### config.mk
export PLATFORM = sky130hd
export DESIGN_NAME = fifo_wr_arbiter
export DESIGN_NICKNAME = d
export VERILOG_FILES = /design/src/rtl/fifo_wr_arbiter_pkg.sv /design/src/rtl/fifo_wr_arbiter_rr_pick.sv /design/src/rtl/fifo_wr_arbiter.sv
export SDC_FILE = /design/constraint.sdc
export NUM_CORES = 1
export LEC_CHECK = 0
export CAP_MARGIN = 20
export CORE_MARGIN = 2
export CORE_UTILIZATION = 38
export CTS_BUF_LIST = sky130_fd_sc_hd__clkbuf_4 sky130_fd_sc_hd__clkbuf_8
export CTS_CLUSTER_DIAMETER = 150
export DETAILED_ROUTE_END_ITERATION = 10
export MAX_ROUTING_LAYER = met4
export PLACE_DENSITY = 0.82
export SLEW_MARGIN = 20
export SYNTH_ARGS = -nofsm -noshare
export SYNTH_HDL_FRONTEND = slang
export SYNTH_HIERARCHICAL = 1
export SYNTH_SLANG_ARGS = --single-unit
### constraint.sdc
create_clock -name wclk -period 2.6 [get_ports wclk]
set_clock_uncertainty 0.15 [all_clocks]
set_input_delay 0.52 -clock wclk [delete_from_list [all_inputs] [get_ports wclk]]
set_output_delay 0.52 -clock wclk [all_outputs]
set_load 0.005 [all_outputs]
### src/rtl/fifo_wr_arbiter_pkg.sv
// Shared definitions for the FIFO write-port arbiter and the write-pointer logic.
package fifo_wr_arbiter_pkg;

  // Arbiter FSM encoding.
  typedef enum logic {
    ARB_IDLE  = 1'b0,
    ARB_BURST = 1'b1
  } arb_state_e;

  // Ceiling log2; returns 0 for values 0 and 1.
  function automatic int unsigned clog2(input int unsigned value);
    int unsigned v;
    int unsigned r;
    v = (value > 0) ? value - 1 : 0;
    r = 0;
    while (v > 0) begin
      r = r + 1;
      v = v >> 1;
    end
    return r;
  endfunction

endpackage

### src/rtl/fifo_wr_arbiter_rr_pick.sv
// Rotating-priority encoder: first asserted request at or after rr_ptr.
module rr_pick
  import fifo_wr_arbiter_pkg::*;
#(
  parameter int unsigned NUM_REQ = 4,
  parameter int unsigned IDW     = 2
) (
  input  logic [NUM_REQ-1:0] req,
  input  logic [IDW-1:0]     rr_ptr,
  output logic               any,
  output logic [IDW-1:0]     idx
);

  logic [NUM_REQ-1:0] rot;
  int unsigned        cand;

  // Rotate so that rr_ptr lands on bit 0, then take the lowest set bit.
  always_comb begin
    rot  = NUM_REQ'({req, req} >> rr_ptr);
    any  = 1'b0;
    idx  = '0;
    cand = 0;
    for (int unsigned i = 0; i < NUM_REQ; i++) begin
      if (!any && rot[i]) begin
        any  = 1'b1;
        cand = 32'(rr_ptr) + i;
        if (cand >= NUM_REQ) begin
          cand = cand - NUM_REQ;
        end
        idx = IDW'(cand);
      end
    end
  end

endmodule

### src/rtl/fifo_wr_arbiter.sv
// Round-robin arbiter sharing the FIFO RAM write port among NUM_REQ producers.
module fifo_wr_arbiter
  import fifo_wr_arbiter_pkg::*;
#(
  parameter int unsigned DATA_WIDTH = 8,
  parameter int unsigned NUM_REQ    = 4,
  parameter int unsigned BURST_LEN  = 4,
  localparam int unsigned IDW = (clog2(NUM_REQ) < 1) ? 1 : clog2(NUM_REQ),
  localparam int unsigned CW  = (clog2(BURST_LEN + 1) < 1) ? 1 : clog2(BURST_LEN + 1)
) (
  input  logic                          wclk,
  input  logic                          wrst_n,
  input  logic [NUM_REQ-1:0]            req,
  input  logic [NUM_REQ*DATA_WIDTH-1:0] req_data,
  input  logic                          wfull,
  output logic [NUM_REQ-1:0]            gnt,
  output logic                          wen,
  output logic [DATA_WIDTH-1:0]         wdata,
  output logic                          busy,
  output logic [IDW-1:0]                owner_id
);

  arb_state_e     state_q, state_d;
  logic [IDW-1:0] owner_q, owner_d;
  logic [IDW-1:0] rr_ptr_q, rr_ptr_d;
  logic [CW-1:0]  cnt_q, cnt_d;

  logic           pick_any;
  logic [IDW-1:0] pick_idx;
  logic           owner_req;
  logic           accept;
  logic [IDW-1:0] owner_next;

  rr_pick #(
    .NUM_REQ (NUM_REQ),
    .IDW     (IDW)
  ) u_rr_pick (
    .req    (req),
    .rr_ptr (rr_ptr_q),
    .any    (pick_any),
    .idx    (pick_idx)
  );

  // Owner's request level and the rotation successor of the owner.
  always_comb begin
    owner_req = 1'b0;
    for (int unsigned i = 0; i < NUM_REQ; i++) begin
      if (owner_q == IDW'(i)) begin
        owner_req = req[i];
      end
    end
    owner_next = (owner_q == IDW'(NUM_REQ - 1)) ? '0 : owner_q + IDW'(1);
    accept     = (state_q == ARB_BURST) && owner_req && !wfull;
  end

  // State, owner, rotation pointer and burst counter registers.
  always_ff @(posedge wclk or negedge wrst_n) begin
    if (!wrst_n) begin
      state_q  <= ARB_IDLE;
      owner_q  <= '0;
      rr_ptr_q <= '0;
      cnt_q    <= '0;
    end else begin
      state_q  <= state_d;
      owner_q  <= owner_d;
      rr_ptr_q <= rr_ptr_d;
      cnt_q    <= cnt_d;
    end
  end

  // Next-state: select in IDLE, count accepts and release in BURST.
  always_comb begin
    state_d  = state_q;
    owner_d  = owner_q;
    rr_ptr_d = rr_ptr_q;
    cnt_d    = cnt_q;
    unique case (state_q)
      ARB_IDLE: begin
        if (pick_any) begin
          owner_d = pick_idx;
          cnt_d   = '0;
          state_d = ARB_BURST;
        end
      end
      ARB_BURST: begin
        if (!owner_req) begin
          state_d  = ARB_IDLE;
          rr_ptr_d = owner_next;
        end else if (accept) begin
          cnt_d = cnt_q + CW'(1);
          if (cnt_q == CW'(BURST_LEN - 1)) begin
            state_d  = ARB_IDLE;
            rr_ptr_d = owner_next;
          end
        end
      end
      default: state_d = ARB_IDLE;
    endcase
  end

  // Outputs: one-hot accept strobe and the owner's data slice.
  always_comb begin
    gnt   = '0;
    wdata = '0;
    for (int unsigned i = 0; i < NUM_REQ; i++) begin
      if (owner_q == IDW'(i)) begin
        gnt[i] = accept;
        wdata  = req_data[i*DATA_WIDTH +: DATA_WIDTH];
      end
    end
    wen      = |gnt;
    busy     = (state_q == ARB_BURST);
    owner_id = owner_q;
  end

endmodule
After elaboration in Yosys (flattened, before gate mapping)
Cells that the tools add are included.

operators by class
  bitwise operators = 1
  reduce and logical (&&, ||, !) cells = 14
  eq/ne operators = 9
  magnitude comparators = 4
  $add $sub $neg = 9
  muxes and demuxes = 37
  shifts and indexed selects = 1

operators with widths
  kind                                                    number
  two-way mux 8 bit                                       4
  two-way mux 2 bit                                       12
  two-way mux 1 bit                                       16
  >= comparator 3 bit (second input constant)             3
  two-way mux 3 bit                                       3
  inequality test 2 x 1 -> 1 bit (second input constant)  4
  >> shifter 8 x 2 -> 4 bit                               1
  subtractor 2 x 1 -> 2 bit (second input constant)       4
  adder 2 x 2 -> 3 bit (second input constant)            2
  case mux 3 bit (2 select lines)                         1
  AND reduction 3 bit                                     2
  logical AND 1 bit                                       5
  equality test 2 bit (second input constant)             2
  logical NOT 1 bit                                       4
  OR reduction 4 bit                                      1
  adder 2 x 1 -> 3 bit (second input constant)            1
  adder 3 x 1 -> 3 bit (second input constant)            1
  equality test 3 x 2 -> 1 bit (second input constant)    1
  >= comparator 2 x 3 -> 1 bit (second input constant)    1
  adder 2 x 1 -> 2 bit (second input constant)            1
  equality test 2 x 1 -> 1 bit (second input constant)    1
  logical NOT 2 bit                                       1
  inequality test 2 bit (second input constant)           1
  case mux 1 bit (2 select lines)                         1
  other kinds (2)                                         2

word-level totals
  register bits = 8

Logic depth before layout (Yosys ltp)
  word-level depth = 13
  mapped depth = 7
  depth with buffers taken out = 6

Cells and area by module
Netlist, hierarchy kept.

modules (own cells, without submodules)
  module           area each (µm²)  times used  seq. area each (µm²)  cells each
  fifo_wr_arbiter  835.8            1           200.2                 108
  rr_pick          73.8             1           0.0                   12

Worst setup path after synthesis
No wires, ideal clock.

  path type = reg2out
  start point = register owner_q[0], in the netlist owner_id[0]
  end point = output port gnt[0]
  path buffers = 1
  data required time = 1.930 ns
  cell stages (with the launch flop) = 8
  setup slack = 0.273 ns
  arrival = 1.657 ns
  path through = dfrtp_1 > inv_1 > ha_1 > buf_6 > a211o_1 > o211ai_4 > nor3b_1 > and2_1

between the ends
  cells in the longest elaborated chain, start to end = 8
  elaborated cells between the ends (all ways) = 11

RTL lines
  item                            line                                           text
  start, declared                 fifo_wr_arbiter.sv:24                          logic [IDW-1:0] owner_q, owner_d;
  start signal, assigned          fifo_wr_arbiter.sv:65                          owner_q <= owner_d;
  logical NOT 2 bit               fifo_wr_arbiter.sv:48, fifo_wr_arbiter.sv:106
  two-way mux 1 bit (4 in a row)  fifo_wr_arbiter.sv:48                          if (owner_q == IDW'(i)) begin
  logical AND 1 bit (2 in a row)  fifo_wr_arbiter.sv:53                          accept = (state_q == ARB_BURST) && owner_req && !wfull;
  two-way mux 1 bit (*)           fifo_wr_arbiter.sv:106                         if (owner_q == IDW'(i)) begin
  end, declared                   fifo_wr_arbiter.sv:16                          output logic [NUM_REQ-1:0] gnt,

Every way passes the cells marked *; elsewhere a longest branch is shown, timed or not.

Worst setup path in the final report
  start point = register owner_q[1], in the netlist owner_id[1]
  end point = output port wdata[7]

between the ends
  cells in the longest elaborated chain, start to end = 5
  elaborated cells between the ends (all ways) = 8

RTL lines
  item                            line                    text
  logical NOT 2 bit               fifo_wr_arbiter.sv:106
  two-way mux 8 bit (3 in a row)  fifo_wr_arbiter.sv:106
  two-way mux 8 bit (*)           fifo_wr_arbiter.sv:106
  end, declared                   fifo_wr_arbiter.sv:18   output logic [DATA_WIDTH-1:0] wdata,

Marks and branches as above.

==> impl_results.rst <==
.. list-table::
   :header-rows: 1

   * - Metric
     - Value
   * - Total count of max-transition violations in the final report
     - 0
   * - Cells along the critical path
     - inv_2 > ha_2 > buf_4 > nand3b_1 > a21oi_1 > a21oi_1 > o21ai_0 > dlygate4sd2_1
   * - Maximum capacitance violations
     - 0
   * - Combinational fraction of design power
     - approximately four fifths
   * - Fraction of post-synthesis cell area in the top cell type by area
     - between 20% and 30%
   * - Detailed router's first-iteration violation count
     - 12
   * - Drc violations
     - 0
   * - Post-layout worst setup margin
     - -9.55 ps
   * - Number of synthesized flops with an enable pin
     - 0
   * - Instance count of the mapped netlist
     - 120
   * - Maximum number of pins on one net before global-route repair
     - 18
   * - Share of the yosys chip area belonging to registers
     - around 22%
   * - Total number of nets in the final design
     - 240
   * - Total negative slack
     - -9.55 ps
   * - Gr usage total
     - between 20% and 30%
   * - Slew margin rel.
     - 73.0%
   * - Root Buffer Master
     - sky130_fd_sc_hd__clkbuf_4
   * - Number of nets with antenna violations after detailed routing
     - 0
   * - Total number of vias
     - ~1200
   * - Kind of path behind the tightest hold check
     - reg2reg
   * - Non-filler instance count after layout
     - between 200 and 250
   * - Endpoint kind of the worst setup timing path
     - primary output
   * - Total of flip-flops plus latches after synthesis
     - 8
   * - Floorplan Core Area
     - ~2200 sq um
   * - Pwr Density
     - about 960 nW/um^2
   * - Via/cell ratio
     - 5.25
   * - Routed wirelength normalized by instance count
     - between 10 and 15 um
   * - Total routed wirelength
     - roughly 3.2 mm
   * - Worst ir drop on vdd
     - approximately 0.88 mV
   * - Period minus WS final
     - between 2000 and 3000 ps
   * - Arrival time at the worst endpoint
     - slightly below 2000 ps
   * - Wire length of the first global-routing pass
     - 4.53 mm
   * - Summed instance area of the synthesized netlist
     - ~910 sq um
   * - Leakage power total
     - 0.727 nW
   * - Width of the die
     - between 50 and 60 um
   * - TritonCTS clock tree
     - built
   * - Final hold violation count
     - 0
   * - Number of antenna violations at the first check in global routing
     - 0
   * - Largest stage delay on the critical path
     - 400 ps
   * - NetSw
     - about 0.00068 W
   * - Critical path launch point type
     - register
   * - Total grt overflow
     - 0
   * - Clock transition at the registers of the reported paths
     - around 60 ps
   * - Share of synthesized registers carrying an async set or reset
     - between 90% and 100%
   * - Synth warn
     - 6
   * - Antenna diode count
     - 0
   * - Floorplan die height
     - around 53 um
   * - Number of buffer cells added on primary ports
     - 54
   * - Slew at the pin closest to its max-slew limit
     - between 400 and 500 ps
   * - Count of placed standard cells including taps
     - 210
   * - Slowest stage cell, crit path
     - sky130_fd_sc_hd__dfrtp_1
   * - Boundary pin count
     - 55
   * - Sequential fraction of design power
     - 15.2%
   * - Synthesized netlist net count
     - between 150 and 200
   * - Required time worst endpoint
     - 1930 ps
   * - Initial standard-cell utilization of the core
     - just over 40%
   * - Post-layout util
     - between 70% and 80%
   * - Top post-synthesis cells by area
     - sky130_fd_sc_hd__dfrtp_1, sky130_fd_sc_hd__a21oi_1, sky130_fd_sc_hd__nand2_1
   * - Clock Path Buffers
     - 2
   * - Final hold slack
     - approximately 380 ps
   * - Switching portion of total power
     - roughly 42%
   * - Clock buffer count from CTS
     - 3
   * - Unrepaired setup endpoints after global routing
     - yes
   * - Critical path type
     - reg2out
   * - Number of global-route vias before repair
     - approximately 1000
   * - First-pass detailed-route iteration total
     - 4
   * - Post-synth top area cell
     - sky130_fd_sc_hd__dfrtp_1
   * - Final setup violating endpoints
     - 1
   * - Clock latency of the later-clocked register in the worst-skew pair
     - about 260 ps
   * - Floorplan row count
     - 17
   * - Mean instance size in the synthesized netlist
     - about 7.6 sq um
   * - Violated checks
     - setup timing
   * - Fmax
     - 383 MHz
   * - Ratio of cells with drive above 1 in the final layout
     - roughly a quarter
   * - Status
     - finished with violations
   * - Clock tree sinks
     - 8
   * - Total Die Area
     - 2800 sq um
   * - Internal power consumption
     - just over 0.0009 W
   * - Cell mode on critical path
     - sky130_fd_sc_hd__a21oi_1
   * - Fraction of the cycle the final worst path needs
     - 100%
   * - Area growth from synthesis to layout
     - 84.2%
   * - H-tree Lvls
     - 1
   * - Highest net fanout along the worst path
     - 17
   * - DPL Wire Length
     - between 2 and 2.5 mm
   * - Final RePlAce weighted congestion
     - 0.812
   * - Portion of total power attributed to the clock network
     - around 6%
   * - Distinct cells, synth
     - 34
   * - Most used flip-flop cell after synthesis
     - sky130_fd_sc_hd__dfrtp_1
   * - Worst slack after detailed placement
     - -349 ps
## cell usage in the layout (no fill, tap or decap), drive strengths merged, types with 2 or more instances in the layout
master	n
a21oi	19
and2	2
buf	23
clkbuf	8
clkdlybuf4s15	3
clkdlybuf4s50	41
dfrtp	8
dlygate4sd2	4
ha	6
inv	6
mux2	2
nand2	21
nand2b	2
nand3b	8
nor2	4
nor2b	3
o211ai	4
o21ai	12
o311ai	2
or4b	2
## worst max-delay path, delay by kind of cell, from the launching register on
kind	cells	cell delay [ps]
compound gates	3	400
flops	1	400
simple gates	1	160
fa+ha+maj	1	200
buf+inv	3	520
## routing by layer
metal / up-vias / track usage, % / share of wire (%)
met2: 28 / 41.5 / 56
met5: - / - / 0
met1: 550 / 25.2 / 40
met3: 4 / 5.08 / 3.7
li1: 578 / - / -
met4: 0 / 2.56 / 0.71
## logic make-up after synthesis
logic type / after synthesis / synth area share, %
mux: 3 / 4.40
buf+inv: 13 / 6.74
simple gates: 49 / 29.7
flops: 8 / 22.0
fa+ha+maj: 6 / 8.25
compound gates: 41 / 28.9
## what timing repair did
action / in CTS / in global routing
setup buffers: 3 / 6
gates resized for setup: 22 / 24
setup endpoints to repair: 12 / 12
endpoints found under the hold margin: 0 / 0
pin swaps: 2 / 7
hold buffers: 0 / 0
## Yosys cell counts (all sizes together) (2+ instances only)
cell	instances
nand2	21
a21oi	19
o21ai	12
dfrtp	8
nand3b	8
ha	6
inv	6
clkbuf	4
nor2	4
o211ai	4
buf	3
nor2b	3
and2	2
mux2	2
nand2b	2
o311ai	2
or4b	2
## sequential cells by signal (all words and copies together) (netlist names)
register / count
rr_ptr_q: 2
owner_id: 2
busy: 1
cnt_q: 3
## per-stage QoR
stage	total power, W	instance area (sq um)
6_report	0.00161	1680
5_1_grt	0.00174	1680
4_1_cts	0.00148	1620
3_5_place_dp	0.00137	1560
3_3_place_gp	0.00134	1560
2_1_floorplan	0.000850	910
## power groups by stage
stage	clock network [W]	registers (W)	logic, W
3_3_place_gp	0	0.000239	0.00110
4_1_cts	0.000101	0.000244	0.00114
3_5_place_dp	0	0.000243	0.00113
2_1_floorplan	0	0.000222	0.000628
6_report	0.0000989	0.000245	0.00127
5_1_grt	0.000106	0.000252	0.00138
## area by class of cell
class,instances,area [sq um]
Tap cell,28,35.0
Multi-Input combinational cell,99,702
Sequential cell,8,200
Timing Repair Buffer,77,693
Clock buffer,3,22.5
Fill cell,159,558
Inverter,6,22.5
## path summary, 6_finish.rpt
check / start / endpoint / slack (ps) / depth (start not counted)
worst max-delay path: owner_id[1]$_DFFE_PN0P_ / wdata[7] / -10 / 8
worst min-delay path: cnt_q[2]$_DFFE_PN0P_ / cnt_q[2]$_DFFE_PN0P_ / 380 / 2
worst max register to register: owner_id[1]$_DFFE_PN0P_ / cnt_q[0]$_DFFE_PN0P_ / 270 / 10
worst min register to register: cnt_q[2]$_DFFE_PN0P_ / cnt_q[2]$_DFFE_PN0P_ / 380 / 2
max in group asynchronous: wrst_n / cnt_q[1]$_DFFE_PN0P_ / 1610 / 1
min in group asynchronous: wrst_n / rr_ptr_q[1]$_DFFE_PN0P_ / 410 / 1
No activity file was read; power rests on OpenSTA's default activity.
